## src/rtl/jacobi_pkg.sv

```systemverilog
`default_nettype none
// ============================================================================
// Module      : jacobi_pkg
// Description : Shared widths, state encoding and saturation constant for the
//               Jacobi iteration convergence controller.
// Revision    : 1.0 - initial release
// ============================================================================
package jacobi_pkg;

    // Default data and iteration-counter widths
    localparam int c_DW_DEFAULT = 48;
    localparam int c_IW_DEFAULT = 16;

    // Controller state encoding
    localparam int         c_ST_W      = 3;
    localparam logic [2:0] c_ST_IDLE   = 3'd0;
    localparam logic [2:0] c_ST_RUN    = 3'd1;
    localparam logic [2:0] c_ST_DRAIN  = 3'd2;
    localparam logic [2:0] c_ST_DECIDE = 3'd3;
    localparam logic [2:0] c_ST_DONE   = 3'd4;

    // Largest representable magnitude at the default data width
    localparam logic [c_DW_DEFAULT-1:0] c_SAT_MAX = {c_DW_DEFAULT{1'b1}};

endpackage : jacobi_pkg
`default_nettype wire

```

## src/rtl/jacobi_abs_delta.sv

```systemverilog
`default_nettype none
// ============================================================================
// Module      : jacobi_abs_delta
// Description : Combinational |minuend - subtrahend| for signed DW-bit
//               operands. The difference is formed at DW+1 bits, so it never
//               wraps; magnitudes that do not fit in DW bits saturate to the
//               all-ones value.
// Revision    : 1.0 - initial release
// ============================================================================
module jacobi_abs_delta #(
    parameter int DW = 48
) (
    input  logic [DW-1:0] minuend,
    input  logic [DW-1:0] subtrahend,
    output logic [DW-1:0] magnitude
);

    logic [DW:0] w_diff;
    logic [DW:0] w_abs;

    // Sign-extended subtract, two's-complement negate, clamp to DW bits
    always_comb begin
        w_diff = {minuend[DW-1], minuend} - {subtrahend[DW-1], subtrahend};
        w_abs  = w_diff[DW] ? (~w_diff + {{DW{1'b0}}, 1'b1}) : w_diff;
        // -2^DW negates to itself, which still reads as 2^DW unsigned and
        // therefore lands in the saturating branch
        magnitude = w_abs[DW] ? {DW{1'b1}} : w_abs[DW-1:0];
    end

endmodule : jacobi_abs_delta
`default_nettype wire

```

## src/rtl/jacobi_converge_ctrl.sv

```systemverilog
`default_nettype none
// ============================================================================
// Module      : jacobi_converge_ctrl
// Description : Iteration-level controller behind the Jacobi integrate stage.
//               Tracks the largest |new - old| update of each pass, then at
//               the end of a pass declares convergence, declares a timeout,
//               or flips the V SRAM section and launches another pass.
// Revision    : 1.0 - initial release
// ============================================================================
module jacobi_converge_ctrl
    import jacobi_pkg::*;
#(
    parameter int DW = c_DW_DEFAULT,
    parameter int IW = c_IW_DEFAULT
) (
    input  logic          clock,
    input  logic          reset,
    input  logic          enable,
    input  logic          start,
    input  logic [DW-1:0] threshold,
    input  logic [IW-1:0] max_iter,
    input  logic          new_valid,
    input  logic [DW-1:0] new_value,
    input  logic [DW-1:0] old_value,
    input  logic          iter_done,
    output logic          control_vsram_section,
    output logic          run_iter,
    output logic [IW-1:0] iter_count,
    output logic [DW-1:0] max_delta,
    output logic          converged,
    output logic          timeout,
    output logic          done
);

    logic [c_ST_W-1:0] r_state;

    // Delta pipeline stage
    logic          r_dv;
    logic [DW-1:0] r_dmag;
    logic [DW-1:0] w_mag;
    logic          w_accept;

    // Per-pass running maximum and registered outputs
    logic [DW-1:0] r_acc;
    logic          r_section;
    logic          r_run_iter;
    logic [IW-1:0] r_iter_count;
    logic [DW-1:0] r_max_delta;
    logic          r_converged;
    logic          r_timeout;
    logic          r_done;

    // Decision terms
    logic [IW:0]   w_iter_inc;
    logic [IW-1:0] w_iter_sat;
    logic          w_conv_hit;
    logic          w_limit_hit;

    jacobi_abs_delta #(
        .DW (DW)
    ) u_abs_delta (
        .minuend    (new_value),
        .subtrahend (old_value),
        .magnitude  (w_mag)
    );

    // Samples are accepted while a pass runs and during the one drain cycle
    always_comb begin
        w_accept    = new_valid && ((r_state == c_ST_RUN) || (r_state == c_ST_DRAIN));
        w_iter_inc  = {1'b0, r_iter_count} + {{IW{1'b0}}, 1'b1};
        w_iter_sat  = w_iter_inc[IW] ? r_iter_count : w_iter_inc[IW-1:0];
        w_conv_hit  = (r_acc <= threshold);
        // Unsaturated count so the limit still trips at the counter ceiling
        w_limit_hit = (max_iter != {IW{1'b0}}) && (w_iter_inc >= {1'b0, max_iter});
    end

    // Register the magnitude of each accepted sample one cycle ahead of the max
    always_ff @(posedge clock) begin
        if (!reset) begin
            r_dv   <= 1'b0;
            r_dmag <= {DW{1'b0}};
        end else if (enable) begin
            r_dv <= w_accept;
            if (w_accept) begin
                r_dmag <= w_mag;
            end
        end
    end

    // Pass sequencing, running maximum and registered result outputs
    always_ff @(posedge clock) begin
        if (!reset) begin
            r_state      <= c_ST_IDLE;
            r_acc        <= {DW{1'b0}};
            r_section    <= 1'b0;
            r_run_iter   <= 1'b0;
            r_iter_count <= {IW{1'b0}};
            r_max_delta  <= {DW{1'b0}};
            r_converged  <= 1'b0;
            r_timeout    <= 1'b0;
            r_done       <= 1'b0;
        end else if (enable) begin
            // Fold in the pipelined sample; state actions below may clear it
            if (r_dv && (r_dmag > r_acc)) begin
                r_acc <= r_dmag;
            end

            case (r_state)
                c_ST_IDLE, c_ST_DONE: begin
                    if (start) begin
                        r_iter_count <= {IW{1'b0}};
                        r_acc        <= {DW{1'b0}};
                        r_section    <= 1'b0;
                        r_converged  <= 1'b0;
                        r_timeout    <= 1'b0;
                        r_done       <= 1'b0;
                        r_run_iter   <= 1'b1;
                        r_state      <= c_ST_RUN;
                    end
                end

                c_ST_RUN: begin
                    if (iter_done) begin
                        r_run_iter <= 1'b0;
                        r_state    <= c_ST_DRAIN;
                    end
                end

                c_ST_DRAIN: begin
                    r_state <= c_ST_DECIDE;
                end

                c_ST_DECIDE: begin
                    r_max_delta  <= r_acc;
                    r_iter_count <= w_iter_sat;
                    if (w_conv_hit) begin
                        // Convergence takes priority over the iteration limit
                        r_converged <= 1'b1;
                        r_done      <= 1'b1;
                        r_state     <= c_ST_DONE;
                    end else if (w_limit_hit) begin
                        r_timeout <= 1'b1;
                        r_done    <= 1'b1;
                        r_state   <= c_ST_DONE;
                    end else begin
                        r_section  <= ~r_section;
                        r_acc      <= {DW{1'b0}};
                        r_run_iter <= 1'b1;
                        r_state    <= c_ST_RUN;
                    end
                end

                default: begin
                    r_run_iter <= 1'b0;
                    r_state    <= c_ST_IDLE;
                end
            endcase
        end
    end

    assign control_vsram_section = r_section;
    assign run_iter              = r_run_iter;
    assign iter_count            = r_iter_count;
    assign max_delta             = r_max_delta;
    assign converged             = r_converged;
    assign timeout               = r_timeout;
    assign done                  = r_done;

endmodule : jacobi_converge_ctrl
`default_nettype wire

```

## config.mk

```make
export PLATFORM = sky130hd
export DESIGN_NAME = jacobi_converge_ctrl
export DESIGN_NICKNAME = d
export VERILOG_FILES = /design/src/rtl/jacobi_pkg.sv /design/src/rtl/jacobi_abs_delta.sv /design/src/rtl/jacobi_converge_ctrl.sv
export SDC_FILE = /design/constraint.sdc
export NUM_CORES = 1
export LEC_CHECK = 0
export ABC_AREA = 1
export BUFFER_PORTS_ARGS = -buffer_cell sky130_fd_sc_hd__buf_2
export CAP_MARGIN = 15
export CORE_UTILIZATION = 40
export CTS_CLUSTER_SIZE = 28
export DETAILED_ROUTE_END_ITERATION = 8
export PLACE_DENSITY_LB_ADDON = 0.05
export SETUP_SLACK_MARGIN = 0.3
export SLEW_MARGIN = 20
export SYNTH_ARGS = -nofsm -noshare
export SYNTH_HDL_FRONTEND = slang
export SYNTH_SLANG_ARGS = --single-unit
```

## constraint.sdc

```tcl
create_clock -name clock -period 3.1 [get_ports clock]
set_input_delay 0.62 -clock clock [delete_from_list [all_inputs] [get_ports clock]]
set_output_delay 0.62 -clock clock [all_outputs]
set_load 0.01 [all_outputs]
```

==> flow_metrics.env <==
export IMPL_status="finished with violations"
export IMPL_violations="negative setup slack"
export IMPL_synthesis_area_um2=16400
export IMPL_dp_slack_ns=-0.461
export IMPL_syn_to_final_growth_pct=44.6
export IMPL_numClockSinks=169
export IMPL_multi_input_area_um2=12900
export IMPL_vias=19147
export IMPL_dieArea_um2=41800
export IMPL_cts_made_buffers=17
export IMPL_insertion_delay_ns=0.45
export IMPL_dp_hpwl_um=46800
export IMPL_path_clk_slew_ns=0.07
export IMPL_cts_tree="built"
export IMPL_dp_cells=3749
export IMPL_ys_flop_type="dfxtp_1"
export IMPL_layout_drive_gt1_share_pct=34.7
export IMPL_core_area_um2=40100
export IMPL_fp_row_count=73
export IMPL_final_cells=3845
export IMPL_drc=0
export IMPL_p_leak_nw=12.4
export IMPL_end_kind="flop"
export IMPL_syn_area_per_cell_um2=5.98
export IMPL_viasPerCell=4.98
export IMPL_routedWlPerCell_um=15.2
export IMPL_max_cap_violations=0
export IMPL_grt_pass1_wl_um=91000
export IMPL_io_pins=235
export IMPL_postCtsHoldBufs=0
export IMPL_worstPathArrival_ns=3.83
export IMPL_finalPower_mw=8.27
export IMPL_syn_inst=2742
export IMPL_portBuffers=234
export IMPL_place_gp_congestion=0.922
export IMPL_cpPeakStageDelay_ns=0.36
export IMPL_cp_required_ns=3.44
export IMPL_antennaDiodeCount=0
export IMPL_drt_iter0_markers=1040
export IMPL_cts_root_buf="clkbuf_16"
export IMPL_cts_buffer_depth=2
export IMPL_grt_ovfl_total=0
export IMPL_ctsHtreeMaxLevel=4
export IMPL_grt_max_degree=99
export IMPL_fillCellCount=3946
export IMPL_min_path_type="flop to flop"
export IMPL_crit_path_max_fanout=8
export IMPL_die_h_um=204
export IMPL_die_width_um=204
export IMPL_final_nets=3636
export IMPL_synth_edff_count=0
export IMPL_fin_crit_ns=3.49
export IMPL_hold_violations=0
export IMPL_grt_pass1_vias=17973
export IMPL_synth_seq_cells=169
export IMPL_power_density_nw_per_um2=349
export IMPL_setup_viol=52
export IMPL_synth_seq_area_share_pct=20.6
export IMPL_grt_usage_pct=27.3
export IMPL_worstSetupPathType="flop to flop"
export IMPL_fmax_mhz=286
export IMPL_drt_pass1_iter_count=5
export IMPL_slew_viol_final=0
export IMPL_regArea_um2=3390
export IMPL_skew_ns=0.0113
export IMPL_drt_wl_total_um=58600
export IMPL_synth_top_area_cell="dfxtp_1"
export IMPL_start_kind="flop"
export IMPL_crit_chain="ha_4 -> nand4_1 -> nor2_2 -> nand3_2 -> nor2_4 -> nand2_4 -> nor3_4 -> nand2_2 -> xnor2_2 -> ha_1 -> a21o_1 -> o21ai_2 -> nand3_2 -> nand2_2 -> nand2_2 -> nand2_4 -> nand3_4 -> nand2_4 -> buf_12 -> clkbuf_16 -> nor2_1"
export IMPL_antenna_found_initial=0
export IMPL_ys_types=52
export IMPL_antenna_left=0
export IMPL_synth_area_leaders="dfxtp_1, nand2_1, ha_1"
export IMPL_ys_async_sr_fraction_pct=0
export IMPL_setup_slack_ns=-0.394
export IMPL_worst_path_max_delay_cell="dfxtp_2"
export IMPL_peakVddDrop_mv=0.275
export IMPL_yosysWarnings=0
export IMPL_maxSlewHeadroom_pct=40.3
export IMPL_start_util_pct=40.9
export IMPL_synth_top_cell_area_share_pct=20.6
export IMPL_tightest_slew_ns=0.895
export IMPL_rsz0062_at_grt="yes"
export IMPL_synth_nets=3071
export IMPL_period_share_pct=113
-- cells in the final DEF, fill, tap and decap left out, types with 5 or more instances in the layout --
cell and instances:
nand2_1 633, nor3_1 8, a22oi_1 10, nand3_4 18, o21bai_1 5, nand2_4 34, xor2_1 32, nand3b_1 5
nor4_1 10, nand3_1 177, dfxtp_1 166, a21oi_4 6, buf_12 10, inv_1 431, o21ai_0 167, ha_4 34
buf_4 343, nand4_1 58, ha_1 127, o21ai_2 7, nor2_2 78, clkbuf_16 19, buf_2 232, inv_2 23
xnor2_1 5, nand2_2 141, nor2_1 170, nand3_2 34, o21a_1 5, a21oi_1 133, buf_6 20, a21oi_2 46
nor2_4 50
-- logic make-up (layout without fill, tap and decap cells) --
| family | count (synthesis) | count (layout) | synth area share [%] |
|---|---|---|---|
| buffers and inverters | 534 | 1111 | 12.5 |
| AOI/OAI and AO/OA | 399 | 399 | 13.6 |
| and+or+nand+nor | 1433 | 1434 | 38.4 |
| adders and majority gates | 163 | 163 | 12.5 |
| xor gates and xnor gates | 44 | 44 | 2.35 |
| DFF | 169 | 169 | 20.6 |
-- where the power goes --
part | internal [mW] | switching [mW] | leakage, nW
logic | 1.56 | 2.16 | 10.7
clock network | 1.29 | 0.934 | 0.298
registers | 2.25 | 0.0830 | 1.37
-- synthesized netlist by cell type, types with 10 or more instances --
master,n
nand2_1,752
inv_1,443
nor2_1,268
nand3_1,211
o21ai_0,174
dfxtp_1,169
ha_1,162
a21oi_1,152
nand4_1,58
nand2_2,56
clkbuf_1,46
xor2_1,36
a21oi_2,32
nor2_2,21
inv_2,15
nand3_2,15
nor3_1,11
nor4_1,11
a22oi_1,10
buf_1,10
buf_2,10
-- metal layers --
layer / GRT usage (%) / vias up / part of all wire [%]
met5: 0 / - / 0
met4: 7.89 / 0 / 2.5
met3: 2.20 / 81 / 3.0
met2: 47.3 / 427 / 48
met1: 35.9 / 8738 / 46
li1: - / 9901 / -
-- metrics by stage --
step / instance area [um^2] / setup TNS, ns / utilization [%] / hold WS (ns)
after global placement: 20500 / -29.28 / 51.1 / 0.440
after CTS: 22300 / -9.55 / 55.6 / 0.455
after global routing: 23700 / -29.87 / 59.1 / 0.489
after floorplan: 16500 / 0 / - / 0.446
final: 23700 / -18.65 / 59.1 / 0.457
after detailed placement: 20500 / -34.70 / 51.1 / 0.444
-- final cells by class --
class,count,share of cell area (%)
inverters,463,7.48
clock buffers,18,1.85
repair buffers,612,18.2
flip-flops and latches,169,14.3
well taps,525,2.77
clock inverters,14,0.723
multi-input cells,2040,54.4
repair inverters,4,0.238
-- sequential cells by signal, indices dropped and copies added, names as in the netlist --
register and count:
r_dv 1, max_delta 48, r_dmag 48, run_iter 1, converged 1, iter_count 16, control_vsram_section 1, timeout 1
done 1, r_acc 48, r_state 3
-- what timing repair did --
| item | CTS | global route |
|---|---|---|
| pin swaps | 97 | 147 |
| resized for setup | 188 | 282 |
| endpoints found under the setup margin | 102 | 104 |
| buffers inserted | 29 | 25 |
| gates cloned | 6 | 4 |
-- worst paths after layout --
check                     start        end  slack [ns]  depth (start not counted)
hold / removal        converged  converged        0.46                          2
setup / recovery  iter_count[1]  r_acc[43]       -0.39                         21
hold reg to reg       converged  converged        0.46                          2
setup reg to reg  iter_count[1]  r_acc[43]       -0.39                         21
-- worst max-delay path, delay by kind of cell (launching register included) --
kind,cells,cell delay (ns)
DFF,1,0.36
xor gates and xnor gates,1,0.16
buffers and inverters,2,0.30
and+or+nand+nor,14,1.72
adders and majority gates,2,0.48
AOI/OAI and AO/OA,2,0.35
No activity file was read; power rests on OpenSTA's default activity.
